[src/rtl/riscv_ctrl_pkg.sv]
// Shared control definitions for the multicycle RISC-V core: opcodes, FSM
// state encoding and the datapath mux select encodings.
package riscv_ctrl_pkg;

  localparam logic [6:0] OP_LW  = 7'b0000011;
  localparam logic [6:0] OP_SW  = 7'b0100011;
  localparam logic [6:0] OP_R   = 7'b0110011;
  localparam logic [6:0] OP_I   = 7'b0010011;
  localparam logic [6:0] OP_B   = 7'b1100011;
  localparam logic [6:0] OP_JAL = 7'b1101111;

  typedef enum logic [3:0] {
    FETCH, DECODE, MEMADR, MEMRD, MEMWB, MEMWR,
    EXER, EXEI, ALUWB, BRANCH, JAL, FAULT
  } ctrlState_t;

  localparam logic [1:0] RES_ALUOUT    = 2'b00;
  localparam logic [1:0] RES_DATA      = 2'b01;
  localparam logic [1:0] RES_ALURESULT = 2'b10;

  localparam logic [1:0] SRCA_PC    = 2'b00;
  localparam logic [1:0] SRCA_OLDPC = 2'b01;
  localparam logic [1:0] SRCA_RS1   = 2'b10;

  localparam logic [1:0] SRCB_RD2  = 2'b00;
  localparam logic [1:0] SRCB_IMM  = 2'b01;
  localparam logic [1:0] SRCB_FOUR = 2'b10;

  localparam logic [1:0] ALUOP_ADD   = 2'b00;
  localparam logic [1:0] ALUOP_SUB   = 2'b01;
  localparam logic [1:0] ALUOP_FUNCT = 2'b10;

  localparam logic [1:0] IMM_I = 2'b00;
  localparam logic [1:0] IMM_S = 2'b01;
  localparam logic [1:0] IMM_B = 2'b10;
  localparam logic [1:0] IMM_J = 2'b11;

  // Immediate format implied by the opcode; anything unknown falls back to I.
  function automatic logic [1:0] immSrcOf(input logic [6:0] opcode);
    case (opcode)
      OP_SW:   immSrcOf = IMM_S;
      OP_B:    immSrcOf = IMM_B;
      OP_JAL:  immSrcOf = IMM_J;
      default: immSrcOf = IMM_I;
    endcase
  endfunction

endpackage

[src/rtl/multicycle_control_fsm_mem_wait_timer.sv]
// Counts consecutive cycles spent waiting on mem_ready and flags the cycle
// that would be the MEM_TO-th wait, unless memory answers in that cycle.
module mem_wait_timer #(
  parameter int TO_W   = 4,
  parameter int MEM_TO = 12
) (
  input  logic clk,
  input  logic rst,
  input  logic waiting,
  input  logic memReady,
  output logic timeout
);

  logic [TO_W-1:0] waitCount;

  // Count only while parked in a waiting state; any non-waiting cycle or a
  // ready response zeroes it, so every wait state is entered with a fresh count.
  always_ff @(posedge clk) begin
    if (rst)
      waitCount <= '0;
    else if (!waiting || memReady)
      waitCount <= '0;
    else
      waitCount <= waitCount + TO_W'(1);
  end

  // waitCount holds the number of earlier wait cycles, so MEM_TO-1 marks the last allowed one.
  assign timeout = waiting && !memReady && (waitCount == TO_W'(MEM_TO - 1));

endmodule

[src/rtl/multicycle_control_fsm.sv]
// Moore control FSM for the multicycle RISC-V core. Steps each instruction
// through fetch/decode/execute/memory/writeback with a memory-ready handshake
// and a sticky fault for illegal opcodes or memory timeouts.
// Optional build macro MC_CTRL_BNE_EN: adds bne (funct3=001) and faults on
// any other branch funct3; without it every branch is treated as beq.
module multicycle_control_fsm
  import riscv_ctrl_pkg::*;
#(
  parameter int OP_W   = 7,
  parameter int TO_W   = 4,
  parameter int MEM_TO = 12
) (
  input  logic            clk,
  input  logic            rst,
  input  logic [OP_W-1:0] op,
  input  logic [2:0]      funct3,
  input  logic            zero,
  input  logic            mem_ready,
  output logic            PCWrite,
  output logic            AdrSrc,
  output logic            MemWrite,
  output logic            IRWrite,
  output logic            RegWrite,
  output logic [1:0]      ResultSrc,
  output logic [1:0]      ALUSrcA,
  output logic [1:0]      ALUSrcB,
  output logic [1:0]      ALUOp,
  output logic [1:0]      ImmSrc,
  output logic            fault
);

  ctrlState_t state, nextState;
  logic waiting, timeout, taken, badFunct3;

  assign waiting = (state == FETCH) || (state == MEMRD) || (state == MEMWR);

  mem_wait_timer #(
    .TO_W  (TO_W),
    .MEM_TO(MEM_TO)
  ) uWaitTimer (
    .clk     (clk),
    .rst     (rst),
    .waiting (waiting),
    .memReady(mem_ready),
    .timeout (timeout)
  );

`ifdef MC_CTRL_BNE_EN
  assign taken     = ((funct3 == 3'b000) && zero) || ((funct3 == 3'b001) && !zero);
  assign badFunct3 = (funct3 != 3'b000) && (funct3 != 3'b001);
`else
  logic unusedFunct3;
  assign unusedFunct3 = ^funct3;
  assign taken        = zero;
  assign badFunct3    = 1'b0;
`endif

  // State register; reset aborts whatever instruction is in flight.
  always_ff @(posedge clk) begin
    if (rst)
      state <= FETCH;
    else
      state <= nextState;
  end

  // Next-state decode; FAULT only leaves through reset.
  always_comb begin
    nextState = state;
    case (state)
      FETCH:  nextState = timeout ? FAULT : (mem_ready ? DECODE : FETCH);
      DECODE: begin
        case (op)
          OP_LW, OP_SW: nextState = MEMADR;
          OP_R:         nextState = EXER;
          OP_I:         nextState = EXEI;
          OP_B:         nextState = BRANCH;
          OP_JAL:       nextState = JAL;
          default:      nextState = FAULT;
        endcase
      end
      MEMADR: nextState = (op == OP_LW) ? MEMRD : MEMWR;
      MEMRD:  nextState = timeout ? FAULT : (mem_ready ? MEMWB : MEMRD);
      MEMWB:  nextState = FETCH;
      MEMWR:  nextState = timeout ? FAULT : (mem_ready ? FETCH : MEMWR);
      EXER:   nextState = ALUWB;
      EXEI:   nextState = ALUWB;
      ALUWB:  nextState = FETCH;
      BRANCH: nextState = badFunct3 ? FAULT : FETCH;
      JAL:    nextState = FETCH;
      FAULT:  nextState = FAULT;
      default: nextState = FAULT;
    endcase
  end

  // Output decode; everything is forced low while reset is held.
  always_comb begin
    PCWrite   = 1'b0;
    AdrSrc    = 1'b0;
    MemWrite  = 1'b0;
    IRWrite   = 1'b0;
    RegWrite  = 1'b0;
    ResultSrc = RES_ALUOUT;
    ALUSrcA   = SRCA_PC;
    ALUSrcB   = SRCB_RD2;
    ALUOp     = ALUOP_ADD;
    ImmSrc    = IMM_I;
    fault     = 1'b0;
    if (!rst) begin
      ImmSrc = immSrcOf(op[6:0]);
      case (state)
        FETCH: begin
          ALUSrcB   = SRCB_FOUR;
          ResultSrc = RES_ALURESULT;
          IRWrite   = mem_ready;
          PCWrite   = mem_ready;
        end
        DECODE: begin
          ALUSrcA = SRCA_OLDPC;
          ALUSrcB = SRCB_IMM;
        end
        MEMADR: begin
          ALUSrcA = SRCA_RS1;
          ALUSrcB = SRCB_IMM;
        end
        MEMRD: AdrSrc = 1'b1;
        MEMWB: begin
          ResultSrc = RES_DATA;
          RegWrite  = 1'b1;
        end
        MEMWR: begin
          AdrSrc   = 1'b1;
          MemWrite = 1'b1;
        end
        EXER: begin
          ALUSrcA = SRCA_RS1;
          ALUOp   = ALUOP_FUNCT;
        end
        EXEI: begin
          ALUSrcA = SRCA_RS1;
          ALUSrcB = SRCB_IMM;
          ALUOp   = ALUOP_FUNCT;
        end
        ALUWB: RegWrite = 1'b1;
        BRANCH: begin
          ALUSrcA = SRCA_RS1;
          ALUOp   = ALUOP_SUB;
          PCWrite = taken;
        end
        JAL: begin
          ALUSrcA  = SRCA_OLDPC;
          ALUSrcB  = SRCB_FOUR;
          PCWrite  = 1'b1;
          RegWrite = 1'b1;
        end
        FAULT: fault = 1'b1;
        default: fault = 1'b1;
      endcase
    end
  end

endmodule

[config.mk]
export PLATFORM = sky130hd
export DESIGN_NAME = multicycle_control_fsm
export DESIGN_NICKNAME = d
export VERILOG_FILES = /design/src/rtl/riscv_ctrl_pkg.sv /design/src/rtl/multicycle_control_fsm_mem_wait_timer.sv /design/src/rtl/multicycle_control_fsm.sv
export SDC_FILE = /design/constraint.sdc
export NUM_CORES = 1
export LEC_CHECK = 0
export BUFFER_PORTS_ARGS = -buffer_cell sky130_fd_sc_hd__buf_2
export CAP_MARGIN = 25
export CORE_MARGIN = 10
export CORE_UTILIZATION = 35
export DETAILED_ROUTE_END_ITERATION = 8
export PLACE_DENSITY = 0.57
export SLEW_MARGIN = 10
export SYNTH_ARGS = -nofsm -noshare
export SYNTH_HDL_FRONTEND = slang
export SYNTH_SLANG_ARGS = --single-unit
[constraint.sdc]
create_clock -name clk -period 1.4 [get_ports clk]
set_input_delay 0 -clock clk [delete_from_list [all_inputs] [get_ports clk]]
set_output_delay 0 -clock clk [all_outputs]
set_load 0.05 [all_outputs]
==> reports/qor.yml <==
floorplanning:
  start_util_pct: 37.1
  coreArea_mm2: 0.00225
  die_h_um: 68.9
  die_w_um: 68.9
  io_pins: 30
  dieArea_mm2: 0.00475
  row_count: 17
drt:
  wl_per_cell_um: 15.4
  first_pass_iters: 4
  num_vias: 1092
  wl_mm: 3.04
  drtIter0Drc: 58
  ant_nets: 0
  vias_per_cell: 5.54
  drc: 0
sta:
  worst_pin_slew_ns: 0.316
  rsz0062_at_grt: "yes"
  post-route-period-util_pct: 109
  hold_violations: 0
  max_freq_mhz: 653
  min_period_ns: 1.53
  tns_ns: -0.433
  final-max-slew-violation-count: 0
  skew_ns: 0.00197
  worst_slew_margin_rel_pct: 78.9
  whs_ns: 0.113
  timing.final.ws_setup_ns: -0.130
  finalSetupViolations: 8
clock_network:
  ctsHoldBuffers: 0
  clkTransAtPathRegs_ns: 0.05
  cts_tree: "yes"
  clock_sinks: 8
  cts-root-buf: "clkbuf_4"
  worstSkewPairLatency_ns: 0.24
  cts_htree_levels: 1
  clockBufferDepth: 2
  cts_made_buffers: 3
logic_synthesis:
  ys_seq_area_share_pct: 19.1
  syn_nets: 134
  synth_top_flop_cell: "dfxtp_1"
  syn-instance-count: 119
  syn_area_per_cell_um2: 7.03
  ys_ff_latch: 8
  syn_area_um2: 837
  yosysWarnings: 0
  synth.distinct_cells: 47
  async_flop_share_pct: 0
  synth_edf_count: 0
run_status:
  status: "finished, violations left"
  failed_checks: "negative setup slack"
finish:
  nets: 186
  post-route-util_pct: 71.9
  final_common_cell: "buf_6"
  drive_above_1_share_pct: 56.8
  area_growth_pct: 93.7
  num_antenna_cells: 0
  stdcell_count: 197
  most-common-layout-cells: "buf_6, buf_4, buf_2"
worst_hold_path:
  holdCritPathClass: "input port to flop"
  min_path_cells: 3
worst_setup_path:
  r2r_cells: 3
  crit_arrival_ns: 1.53
  critPathLaunchType: "flop"
  path_max_fanout: 8
  crit_path_end_kind: "output pin"
  required_ns: 1.40
  critPathKind: "flop to output pin"
placed_design:
  dp_slack_ns: -0.0315
  dp_hpwl_mm: 2.11
  gp_congestion: 0.812
  dpl.cell_count: 183
  numPortBuffers: 26
power_and_ir_drop:
  p_per_area_mw_per_mm2: 1750
  internal_power_mw: 1.50
  switching_share_pct: 47.0
  p_sw_mw: 1.33
  cellLeakagePower_nw: 0.643
  clockPowerShare_pct: 5.8
  power_frac_seq_pct: 13.9
  max-vdd-ir-drop_uv: 1230
  p_comb_share_pct: 80.3
global_route:
  overflow: 0
  grt_pass1_vias: 1099
  grt_max_degree: 14
  grt_use_total_pct: 13.0
  antenna_found_initial: 0
  grt_pass1_wl_mm: 4.97
flow_run:
  cap_violations: 0
==> power by group through the flow <==
stage	Combinational [mW]	Clock, mW	Sequential (mW)
2_1_floorplan	1.13	0	0.326
3_3_place_gp	1.52	0	0.356
3_5_place_dp	1.54	0	0.355
4_1_cts	1.96	0.172	0.380
5_1_grt	2.41	0.185	0.402
6_report	2.27	0.164	0.393
==> per-layer routing <==
| metal | part of all wire (%) | vias up | track usage [%] |
|---|---|---|---|
| met4 | 0.99 | 0 | 3.20 |
| met5 | 0 | - | 0 |
| met3 | 4.9 | 6 | 2.42 |
| li1 | - | 547 | - |
| met2 | 49 | 25 | 21.5 |
| met1 | 45 | 514 | 16.9 |
==> critical path, stage by stage (launching register included) <==
cell and delay (ns):
dfxtp_4 0.36, buf_8 0.14, or2b_1 0.28, o21a_1 0.21, nor3_4 0.12, buf_6 0.18
==> cells by family (layout without fill, tap and decap cells) <==
group / after synthesis / in the layout / synth area share, %
AND/OR/NAND/NOR: 64 / 64 / 42.0
AO/OA/AOI/OAI: 26 / 26 / 22.0
buffers and inverters: 13 / 63 / 7.77
flip-flops: 8 / 8 / 19.1
XOR/XNOR: 6 / 6 / 6.28
adder cells (fa/ha/maj): 1 / 1 / 1.49
multiplexers: 1 / 1 / 1.35
==> layout make-up <==
type                       instances  area [um2]
sequential                         8         173
clock buffer                       3        22.5
tap                               28        35.0
timing repair buffer              57         518
multi-input combinational         98         860
inverter                           3        13.8
fill                             163         633
==> per-stage QoR <==
stage | power [mW] | area (um2)
final | 2.83 | 1620
after global placement | 1.87 | 1200
after CTS | 2.51 | 1470
after floorplan | 1.45 | 941
after global routing | 3.00 | 1620
after detailed placement | 1.89 | 1200
==> repair_timing <==
item	4_1_cts	5_1_grt
buffers inserted	9	3
setup endpoints to repair	19	21
hold endpoints to repair	0	0
pin swaps	8	10
gates resized for setup	53	32
==> cells in the mapped netlist, types with 2 or more instances <==
| cell type | instances | area share [%] |
|---|---|---|
| nand2_1 | 12 | 5.4 |
| nor2_1 | 10 | 4.5 |
| nor3_1 | 10 | 6.0 |
| dfxtp_1 | 8 | 19 |
| a21oi_1 | 5 | 3.0 |
| buf_2 | 5 | 3.0 |
| nand3_1 | 4 | 2.4 |
| and3_1 | 3 | 2.2 |
| clkbuf_1 | 3 | 1.3 |
| nor2b_1 | 3 | 2.2 |
| nor3b_1 | 3 | 2.7 |
| nor4_1 | 3 | 2.2 |
| xnor2_1 | 3 | 3.1 |
| xor2_1 | 3 | 3.1 |
| a22oi_1 | 2 | 1.8 |
| inv_1 | 2 | 0.90 |
| nand2b_1 | 2 | 1.5 |
| nand3b_1 | 2 | 1.8 |
| o211ai_1 | 2 | 1.8 |
| o21a_1 | 2 | 1.8 |
| o21ai_1 | 2 | 1.2 |
| o221ai_1 | 2 | 2.1 |
| or2_1 | 2 | 1.5 |
| or3_1 | 2 | 1.5 |
| or4b_1 | 2 | 2.4 |
==> final timing paths <==
kind | start | to | slack [ns]
max reg2reg | state[1] | state[1] | 0.01
min reg2reg | uWaitTimer.waitCount[0] | uWaitTimer.waitCount[0] | 0.44
min | op[0] | state[0] | 0.11
max | state[1] | ALUSrcA[0] | -0.13
==> state kept, by name, indices dropped and copies added (netlist names) <==
name and cells:
state 4, uWaitTimer.waitCount 4
No activity file was read; power rests on OpenSTA's default activity.
